--- src/rtl/pc_unit_pkg.sv ---
// Shared types and encodings for the miniCPU program-counter unit.
// Holds the data-bus type, condition/state encodings and the condition evaluator.
package pc_unit_pkg;

  localparam int unsigned DATA_W  = 8;
  localparam int unsigned CC_W    = 2;
  localparam int unsigned COND_W  = 3;
  localparam int unsigned BRCNT_W = 8;

  typedef logic [DATA_W-1:0] data_t;
  typedef logic [CC_W-1:0]   cc_t;

  localparam logic [COND_W-1:0] COND_ALWAYS = 3'd0;
  localparam logic [COND_W-1:0] COND_EQ     = 3'd1;
  localparam logic [COND_W-1:0] COND_NE     = 3'd2;
  localparam logic [COND_W-1:0] COND_GT     = 3'd3;
  localparam logic [COND_W-1:0] COND_LT     = 3'd4;
  localparam logic [COND_W-1:0] COND_GE     = 3'd5;
  localparam logic [COND_W-1:0] COND_LE     = 3'd6;
  localparam logic [COND_W-1:0] COND_NEVER  = 3'd7;

  typedef enum logic [1:0] {
    PCU_IDLE = 2'd0,
    PCU_RUN  = 2'd1,
    PCU_HALT = 2'd2
  } pcu_state_e;

  typedef struct packed {
    logic [COND_W-1:0] cond;
    data_t             target;
  } jump_req_t;

  // cc encoding: 1x equal, 01 greater, 00 less; nothing but ALWAYS holds without a valid compare.
  function automatic logic cond_holds(logic [COND_W-1:0] cond, cc_t cc, logic cc_valid);
    logic r;
    r = 1'b0;
    case (cond)
      COND_ALWAYS: r = 1'b1;
      COND_EQ:     r = cc_valid & cc[1];
      COND_NE:     r = cc_valid & ~cc[1];
      COND_GT:     r = cc_valid & (cc == 2'b01);
      COND_LT:     r = cc_valid & (cc == 2'b00);
      COND_GE:     r = cc_valid & (cc[1] | cc[0]);
      COND_LE:     r = cc_valid & (cc[1] | ~cc[0]);
      COND_NEVER:  r = 1'b0;
      default:     r = 1'b0;
    endcase
    return r;
  endfunction

endpackage

--- src/rtl/pc_unit_cond_eval.sv ---
// Combinational jump-condition evaluator against a latched compare code.
module pc_unit_cond_eval
  import pc_unit_pkg::*;
(
  input  logic [COND_W-1:0] cond,
  input  cc_t               cc,
  input  logic              cc_valid,
  output logic              take
);

  assign take = cond_holds(cond, cc, cc_valid);

endmodule

--- src/rtl/pc_unit.sv ---
// Program counter, condition-code latch and run/halt FSM for the miniCPU.
// Optional taken-branch counter enabled by defining PCU_BRCNT_EN.
module pc_unit
  import pc_unit_pkg::*;
#(
  parameter data_t RESET_PC = 8'h00
) (
  input  logic              clk,
  input  logic              rst_n,
  input  logic              start,
  input  logic              halt,
  input  logic              advance,
  input  logic              jmp,
  input  logic [COND_W-1:0] cond,
  input  data_t             target,
  input  cc_t               alu_cc,
  input  logic              cc_we,
  output data_t             pc,
  output logic              taken,
  output cc_t               cc,
  output logic              cc_valid,
  output logic              running
`ifdef PCU_BRCNT_EN
  ,
  output logic [BRCNT_W-1:0] branch_cnt
`endif
);

  pcu_state_e state_q, state_d;
  data_t      pc_d;
  data_t      pc_inc;
  cc_t        cc_d;
  logic       cc_valid_d;
  logic       taken_d;
  logic       take;
  jump_req_t  jreq;

  assign jreq   = '{cond: cond, target: target};
  assign pc_inc = pc + data_t'(1);

  // Evaluates against the registered cc only: no bypass from a same-cycle capture.
  pc_unit_cond_eval u_cond_eval (
    .cond     (jreq.cond),
    .cc       (cc),
    .cc_valid (cc_valid),
    .take     (take)
  );

  always_comb begin
    state_d    = state_q;
    pc_d       = pc;
    cc_d       = cc;
    cc_valid_d = cc_valid;
    taken_d    = 1'b0;
    case (state_q)
      PCU_IDLE: begin
        if (start) begin
          state_d    = PCU_RUN;
          pc_d       = RESET_PC;
          cc_valid_d = 1'b0;
        end
      end
      PCU_RUN: begin
        if (cc_we) begin
          cc_d       = alu_cc;
          cc_valid_d = 1'b1;
        end
        if (halt) begin
          state_d = PCU_HALT;
        end else if (start) begin
          pc_d       = RESET_PC;
          cc_d       = cc;
          cc_valid_d = 1'b0;
        end else if (jmp) begin
          if (take) begin
            pc_d    = jreq.target;
            taken_d = 1'b1;
          end else begin
            pc_d = pc_inc;
          end
        end else if (advance) begin
          pc_d = pc_inc;
        end
      end
      default: ;
    endcase
  end

  always_ff @(posedge clk or negedge rst_n) begin
    if (!rst_n) begin
      state_q  <= PCU_IDLE;
      pc       <= RESET_PC;
      cc       <= '0;
      cc_valid <= 1'b0;
      taken    <= 1'b0;
      running  <= 1'b0;
    end else begin
      state_q  <= state_d;
      pc       <= pc_d;
      cc       <= cc_d;
      cc_valid <= cc_valid_d;
      taken    <= taken_d;
      running  <= (state_d == PCU_RUN);
    end
  end

`ifdef PCU_BRCNT_EN
  logic [BRCNT_W-1:0] cnt_d;
  logic               clr_c;

  // Saturating count of taken jumps; cleared whenever start is honoured.
  always_comb begin
    clr_c = start && ((state_q == PCU_IDLE) || ((state_q == PCU_RUN) && !halt));
    cnt_d = branch_cnt;
    if (clr_c) begin
      cnt_d = '0;
    end else if (taken_d && (branch_cnt != '1)) begin
      cnt_d = branch_cnt + BRCNT_W'(1);
    end
  end

  always_ff @(posedge clk or negedge rst_n) begin
    if (!rst_n) begin
      branch_cnt <= '0;
    end else begin
      branch_cnt <= cnt_d;
    end
  end
`endif

endmodule

--- config.mk ---
export PLATFORM = sky130hd
export DESIGN_NAME = pc_unit
export DESIGN_NICKNAME = d
export VERILOG_FILES = /design/src/rtl/pc_unit_pkg.sv /design/src/rtl/pc_unit_cond_eval.sv /design/src/rtl/pc_unit.sv
export SDC_FILE = /design/constraint.sdc
export NUM_CORES = 1
export LEC_CHECK = 0
export ABC_AREA = 1
export CORE_UTILIZATION = 44
export CTS_CLUSTER_SIZE = 20
export DETAILED_ROUTE_END_ITERATION = 8
export GPL_TIMING_DRIVEN = 0
export PLACE_DENSITY = 0.79
export SETUP_SLACK_MARGIN = 0.05
export SYNTH_ARGS = -nofsm -noshare
export SYNTH_HDL_FRONTEND = slang
export SYNTH_SLANG_ARGS = --single-unit
--- constraint.sdc ---
create_clock -name clk -period 1.7 [get_ports clk]
set_input_delay 0.34 -clock clk [delete_from_list [all_inputs] [get_ports clk]]
set_output_delay 0.34 -clock clk [all_outputs]
set_load 0.005 [all_outputs]
# After elaboration in Yosys (flattened, before gate mapping)

Cells that the tools add are included.

Register bits: 15
Bits of input ports: 20
Output and inout bits: 13
Logic and storage cells: 62

Add/sub/neg operators: 1
Equality and inequality tests: 14
Mux-type cells: 24
Bitwise gates (word level): 10
Reduce and logical (&&, ||, !) cells: 7

Operators with widths:

| cell                                           | number |
|---|---|
| 2-to-1 mux 8 bit                               | 6 |
| one-hot mux 8 bit (2 select lines)             | 1 |
| == test 3 bit (second input constant)          | 4 |
| 2-to-1 mux 2 bit                               | 5 |
| 2-to-1 mux 1 bit                               | 9 |
| adder 8 x 1 -> 8 bit (second input constant)   | 1 |
| one-hot mux 1 bit (8 select lines)             | 1 |
| bitwise AND 1 bit                              | 6 |
| == test 2 x 1 -> 1 bit (second input constant) | 3 |
| == test 3 x 2 -> 1 bit (second input constant) | 2 |
| zero test 2 bit                                | 2 |
| != test 2 bit (second input constant)          | 2 |
| != test 4 bit (second input constant)          | 1 |
| one-hot mux 2 bit (2 select lines)             | 1 |
| AND reduction 2 bit                            | 2 |
| AND reduction 4 bit                            | 1 |
| == test 3 x 1 -> 1 bit (second input constant) | 1 |
| zero test 3 bit                                | 1 |
| != test 2 x 1 -> 1 bit (second input constant) | 1 |
| inverter 1 bit                                 | 2 |
| OR 1 bit                                       | 2 |
| one-hot mux 1 bit (2 select lines)             | 1 |
| nonzero test 2 bit                             | 1 |

# Logic depth before layout (Yosys ltp)

Gate-level depths: netlist of the first run.

Depth in word-level cells: 9
Mapped depth: 12
Gate-level depth less buffers: 12

# By module

A second synthesis of the first run with hierarchy kept.

Cell total of the unflattened synthesis: 130
Area total of the unflattened synthesis: 892.1 um^2

Modules (own cells, without submodules):

| module            | instances | cells each | area an instance (um^2) | sequential area each (um^2) |
|---|---|---|---|---|
| pc_unit           | 1         | 113        | 820.8                   | 375.4 |
| pc_unit_cond_eval | 1         | 17         | 71.3                    | 0.0 |

# Worst setup path before layout of the first run

No wires, ideal clock.

Kind: input-to-reg
Start point: input jmp
End point: register pc[1]
Library setup time: 0.117 ns
Data arrival time: 1.159 ns
Data required time: 1.583 ns
Setup slack: 0.424 ns
Stages: 6
Path buffers: 1
Cells stage by stage: buf_6 or2_4 a21oi_4 nor3_4 nand3_1 nand2_1

Word-level cells in the longest chain between the ends: 4
Elaborated cells between the ends (all ways): 6
Those cells by class: eq/ne (1); mux (4); reduce/logical (1)

Ends and longest elaborated chain:

| what                               | RTL line      | source |
|---|---|---|
| from (decl)                        | pc_unit.sv:13 | `input logic jmp,` |
| 2-to-1 mux 8 bit                   | pc_unit.sv:74 | `end else if (jmp) begin` |
| 2-to-1 mux 8 bit                   | pc_unit.sv:70 | `end else if (start) begin` |
| 2-to-1 mux 8 bit                   | pc_unit.sv:68 | `if (halt) begin` |
| one-hot mux 8 bit (2 select lines) | pc_unit.sv:55 | `case (state_q)` |
| to (signal assigned)               | pc_unit.sv:99 | `pc <= pc_d;` |
| to (decl)                          | pc_unit.sv:18 | `output data_t pc,` |

Several ways; a longest one is shown, not always the timed one. The select of a mux whose other input is x is not followed.
A chain may end at the register's enable or synchronous reset.

# Worst setup path after layout of the first run

Start point: register pc[2]
End point: output pc[2]

No word-level cell between the ends.

==> results of run 1 <==
[synth_stat cells]
| master | number |
|---|---|
| nand3_1 | 21 |
| o211ai_1 | 1 |
| xor2_1 | 5 |
| or2_4 | 1 |
| mux2_2 | 2 |
| a21oi_1 | 1 |
| nand3b_1 | 1 |
| ha_1 | 1 |
| nand2_1 | 37 |
| nor2_4 | 2 |
| o21ai_2 | 1 |
| a21oi_4 | 1 |
| inv_2 | 1 |
| xnor2_1 | 2 |
| dfrtp_1 | 15 |
| nor2_1 | 3 |
| inv_1 | 18 |
| nand2_2 | 2 |
| nand4_1 | 1 |
| nor3_4 | 1 |
| nor3_1 | 1 |
| buf_6 | 1 |
[power by group through the flow]
stage / Combinational [mW] / Sequential (mW) / Clock (mW)
after CTS: 0.158 / 0.388 / 0.215
after global routing: 0.186 / 0.392 / 0.239
after global placement: 0.152 / 0.395 / 0
after floorplan: 0.0623 / 0.394 / 0
final: 0.168 / 0.389 / 0.220
after detailed placement: 0.156 / 0.395 / 0
[per-layer routing]
| metal | vias up | track usage, % | part of all wire [%] |
|---|---|---|---|
| met5 | - | 0 | 0 |
| met1 | 406 | 27.36 | 41 |
| met3 | 6 | 3.396 | 5.3 |
| met4 | 0 | 6.667 | 2.1 |
| met2 | 31 | 38.11 | 52 |
| li1 | 445 | - | - |
[logic make-up after synthesis]
| group | count (synthesis) |
|---|---|
| adders and majority gates | 1 |
| muxes | 2 |
| and+or+nand+nor | 70 |
| AOI/OAI and AO/OA | 4 |
| xor gates and xnor gates | 7 |
| buffers and inverters | 20 |
| DFF | 15 |
[how the worst max path moves through the flow]
stage             from  depth (start not counted)  endpoint
2_1_floorplan      jmp                          6     pc[1]
3_3_place_gp      halt                          8     pc[7]
3_5_place_dp   cond[1]                         12     pc[3]
4_1_cts          pc[4]                          1     pc[4]
5_1_grt        cond[2]                         13     pc[3]
6_report         pc[2]                          1     pc[2]
[what timing repair did]
item,CTS,global route
gates resized for setup,0,7
setup endpoints to repair,0,12
hold buffers,0,0
[registers in the layout, summed over array words and instances (netlist names)]
name and flops:
cc 2, cc_valid 1, pc 8, running 1
state_q 2, taken 1
[layout make-up]
class	instances	area share [%]
clock buffer	4	1.979
inverter	19	5.372
tap	27	2.545
buffer	1	0.8483
timing repair buffer	31	23.37
multi-input combinational	85	37.32
sequential	15	28.56
==> impl_metrics.env, run 1 <==
export IMPL_ys_seq_area_share_pct=40.54
export IMPL_path_max_fanout=5
export IMPL_synth_area_leaders="dfrtp_1 (41%), nand2_1 (15%), nand3_1 (11%)"
export IMPL_ys_warn_count=0
export IMPL_synth_area_um2=925.9
export IMPL_fp_dieH_um=47.87
export IMPL_p_total_mw=0.7771
export IMPL_num_vias=888
export IMPL_dp_cells=177
export IMPL_whs_ns=0.3544
export IMPL_power_share_clock_pct=28.3
export IMPL_path_clk_slew_ns=0.10
export IMPL_routed_via_density=4.879
export IMPL_clock_sinks=15
export IMPL_grt_first_pass_wirelength_um=3470
export IMPL_cts_setup_buffers=0
export IMPL_ys_seq_elements=15
export IMPL_max_stage_delay_ns=0.53
export IMPL_path_delay_family="buffers and inverters"
export IMPL_rows=16
export IMPL_fin_ws_ns=0.09602
export IMPL_fin_util_pct=67.67
export IMPL_pre_cts_slack_ns=-0.2049
export IMPL_fin_area_um2=1328
export IMPL_combPwrFrac_pct=21.6
export IMPL_critPathBufInv=1
export IMPL_critPathLaunchType="flip-flop"
export IMPL_fin_setup_tns_ns=0
export IMPL_power_per_cell_area_nw_per_um2=585.4
export IMPL_instances_no_fill=182
export IMPL_grt_pass1_vias=802
export IMPL_synth_top_area_cell="dfrtp_1"
export IMPL_hold_class="in2reg"
export IMPL_syn_inst=119
export IMPL_diodes=0
export IMPL_holdPathEnd="taken"
export IMPL_synth_fa_ha_area_share_pct=1.351
export IMPL_ioPinCount=33
export IMPL_hold_violations=0
export IMPL_grt_setup_unrepaired="no"
export IMPL_worst_slew_pin_slew_ns=0.7165
export IMPL_relSlewSlack_pct=52.08
export IMPL_dieArea_um2=2292
export IMPL_antenna_found_initial=0
export IMPL_final_common_cell="nand2_1"
export IMPL_synthMuxAreaShare_pct=2.432
export IMPL_final_cell_mix="nand2_1 (36), clkdlybuf4s50_1 (31), nand3_1 (21)"
export IMPL_first_pass_iters=4
export IMPL_syn_nets=140
export IMPL_die_w_um=47.87
export IMPL_irDropWorstVdd_uv=422.7
export IMPL_worstPathArrival_ns=1.26
export IMPL_cp_required_ns=1.36
export IMPL_routedWlPerCell_um=12.58
export IMPL_layout_drive_gt1_share_pct=12.90
export IMPL_cts_path_max_buffers=2
export IMPL_num_nets_final=177
export IMPL_cts_tree="done"
export IMPL_drc_errors=0
export IMPL_grtUsageTotal_pct=21.78
export IMPL_drtAntennaViolNets=0
export IMPL_hpwl_um=1638
export IMPL_fmax_mhz=623.4
export IMPL_crit_chain="clkdlybuf4s50_1"
export IMPL_cpMaxStageDelayCell="clkdlybuf4s50_1"
export IMPL_seqCellArea_um2=379.1
export IMPL_critPathCaptureType="output pin"
export IMPL_status="finished clean"
export IMPL_nFillCells=173
export IMPL_grt_overflow=0
export IMPL_routed_wl_um=2290
export IMPL_ctsHtreeMaxLevel=1
export IMPL_p_sw_share_pct=28.59
export IMPL_multiInputGateArea_um2=495.5
export IMPL_layout_min_cycle_time_ns=1.604
export IMPL_min_delay_start="jmp"
export IMPL_synth_avg_cell_area_um2=7.781
export IMPL_setup_viol=0
export IMPL_first_iter_violations=31
export IMPL_maxCapViolCount=0
export IMPL_p_int_mw=0.5550
export IMPL_netlist_area_leader_share_pct=40.54
export IMPL_whs_path_depth=3
export IMPL_synth_compound_area_share_pct=4.054
export IMPL_r2r_end="pc[3]"
export IMPL_root_buffer="clkbuf_4"
export IMPL_slew_viol_final=0
export IMPL_coreArea_um2=1962
export IMPL_clock_latency_ns=0.29
export IMPL_fin_worst_skew_ns=0.0008454
export IMPL_synthXorXnorAreaFrac_pct=6.622
export IMPL_synth_top_family_by_area="simple AND/OR/NAND/NOR gates"
export IMPL_area_growth_pct=43.38
export IMPL_place_congestion=0.7756
export IMPL_worst_r2r_setup_slack_ns=0.24
export IMPL_yosysUniqueCellTypes=22
export IMPL_port_buffers=31
export IMPL_fin_crit_sh_pct=94.35
export IMPL_worstSetupPathType="reg2out"
export IMPL_power_frac_seq_pct=50.1
export IMPL_p_leak_nw=0.6611
export IMPL_cts_buffers=3
export IMPL_worstRegToRegCells=7
export IMPL_r2r_start="state_q[1]"
export IMPL_grt_max_degree=16
export IMPL_yosys_area_share_simple_pct=36.08
export IMPL_place_area_um2=1270
export IMPL_start_util_pct=47.19
export IMPL_switchingPower_mw=0.2221
(Power assumes the default switching activity.)
==> inputs of run 2 (changes only) <==
CORE_MARGIN = 8   (was not set)
==> impl_metrics.env, run 2 (synthesized netlist as in run 1, its figures left out) <==
export IMPL_slew_viol_final=0
export IMPL_grtUsageTotal_pct=12.58
export IMPL_grt_pass1_vias=890
export IMPL_clock_latency_ns=0.28
export IMPL_start_util_pct=46.72
export IMPL_root_buffer="clkbuf_4"
export IMPL_die_w_um=61.87
export IMPL_dieArea_um2=3828
export IMPL_largestRegisters="pc x8, cc x2, state_q x2"
export IMPL_first_iter_violations=12
export IMPL_diodes=0
export IMPL_power_share_clock_pct=27.0
export IMPL_antenna_found_initial=0
export IMPL_path_max_fanout=5
export IMPL_coreArea_um2=1982
export IMPL_path_clk_slew_ns=0.09
export IMPL_routed_wl_um=2213
export IMPL_largest_register="pc"
export IMPL_fin_ws_ns=0.1150
export IMPL_switchingPower_mw=0.1967
export IMPL_num_vias=879
export IMPL_irDropWorstVdd_uv=433.0
export IMPL_cp_required_ns=1.36
export IMPL_area_growth_pct=40.95
export IMPL_layout_min_cycle_time_ns=1.585
export IMPL_path_delay_family="buffers and inverters"
export IMPL_routedWlPerCell_um=12.23
export IMPL_critPathLaunchType="flip-flop"
export IMPL_cts_buffers=3
export IMPL_ioPinCount=33
export IMPL_port_buffers=31
export IMPL_layout_drive_gt1_share_pct=11.69
export IMPL_grt_overflow=0
export IMPL_p_leak_nw=0.6584
export IMPL_first_pass_iters=4
export IMPL_power_frac_seq_pct=52.1
export IMPL_cts_path_max_buffers=2
export IMPL_maxCapViolCount=0
export IMPL_pre_cts_slack_ns=-0.1627
export IMPL_combPwrFrac_pct=20.9
export IMPL_fin_setup_tns_ns=0
export IMPL_cts_tree="done"
export IMPL_relSlewSlack_pct=55.33
export IMPL_grt_max_degree=16
export IMPL_critPathBufInv=1
export IMPL_drtAntennaViolNets=0
export IMPL_worstPathArrival_ns=1.25
export IMPL_worstSetupPathType="reg2out"
export IMPL_fmax_mhz=630.9
export IMPL_final_cell_mix="nand2_1 (37), clkdlybuf4s50_1 (31), nand3_1 (21)"
export IMPL_fp_dieH_um=61.87
export IMPL_critPathCaptureType="output pin"
export IMPL_max_stage_delay_ns=0.53
export IMPL_hold_violations=0
export IMPL_status="finished clean"
export IMPL_drc_errors=0
export IMPL_largest_reg_flops=8
export IMPL_power_per_cell_area_nw_per_um2=573.1
export IMPL_hpwl_um=1723
export IMPL_grt_setup_unrepaired="no"
export IMPL_fin_worst_skew_ns=0.007085
export IMPL_routed_via_density=4.856
export IMPL_crit_chain="clkdlybuf4s50_1"
export IMPL_p_int_mw=0.5512
export IMPL_setup_viol=0
export IMPL_ctsHtreeMaxLevel=1
export IMPL_cpMaxStageDelayCell="clkdlybuf4s50_1"
export IMPL_grt_first_pass_wirelength_um=3636
export IMPL_num_nets_final=176
export IMPL_fin_crit_sh_pct=93.24
export IMPL_clock_sinks=15
export IMPL_worst_slew_pin_slew_ns=0.6680
export IMPL_hold_class="in2reg"
export IMPL_rows=16
export IMPL_final_common_cell="nand2_1"
export IMPL_place_congestion=0.8244
export IMPL_p_sw_share_pct=26.30
==> run 2: cell count changes in the layout (fill, tap and decap cells not counted), sizes merged <==
cell / previous run / this run
nand2: 40 / 39
==> run 2: per-stage QoR <==
stage	total power, mW	hold WS, ns	cells	util (%)	area [um2]
3_5_place_dp	0.5511	0.5007	177	64.08	1270
2_1_floorplan	0.4562	0.04441	119	-	925.9
3_3_place_gp	0.5483	0.4941	177	64.08	1270
4_1_cts	0.7541	0.4056	181	65.40	1296
5_1_grt	0.7951	0.3915	181	65.85	1305
6_report	0.7480	0.3974	181	65.85	1305
==> run 2: repair_timing <==
action | in CTS | in global routing
buffers inserted | 0 | 0
hold buffers | 0 | 0
endpoints found under the setup margin | 0 | 8
gates resized for setup | 0 | 4
==> run 2: layer usage <==
metal  wire [um]  track usage, %  vias to the layer above
li1            -               -                      442
met1         867           13.31                      407
met2        1151           22.45                       26
met3         170           3.909                        4
met4          23           5.195                        0
met5           0               0                        -
==> run 2: worst paths after layout <==
check	cells past startpoint	endpoint	start	slack [ns]
min	3	taken	jmp	0.40
min reg2reg	2	state_q[1]	state_q[1]	0.52
max	1	pc[2]	pc[2]	0.11
min in group asynchronous	1	pc[5]	rst_n	0.46
max in group asynchronous	1	pc[4]	rst_n	0.78
max reg2reg	7	pc[4]	state_q[1]	0.29
==> run 2: cell type report <==
class                   instances  area, um2
flip-flops and latches         15      379.1
repair buffers                 31      310.3
clock buffers                   4      26.28
fillers                       161      676.9
plain buffers                   1      11.26
well taps                      27      33.78
inverters                      19      71.32
multi-input cells              84      473.0
==> run 2: power groups by stage <==
stage | combinational (mW) | clock, mW | sequential [mW]
5_1_grt | 0.174 | 0.230 | 0.391
6_report | 0.157 | 0.202 | 0.389
4_1_cts | 0.157 | 0.208 | 0.389
3_5_place_dp | 0.156 | 0 | 0.395
2_1_floorplan | 0.0623 | 0 | 0.394
3_3_place_gp | 0.153 | 0 | 0.395
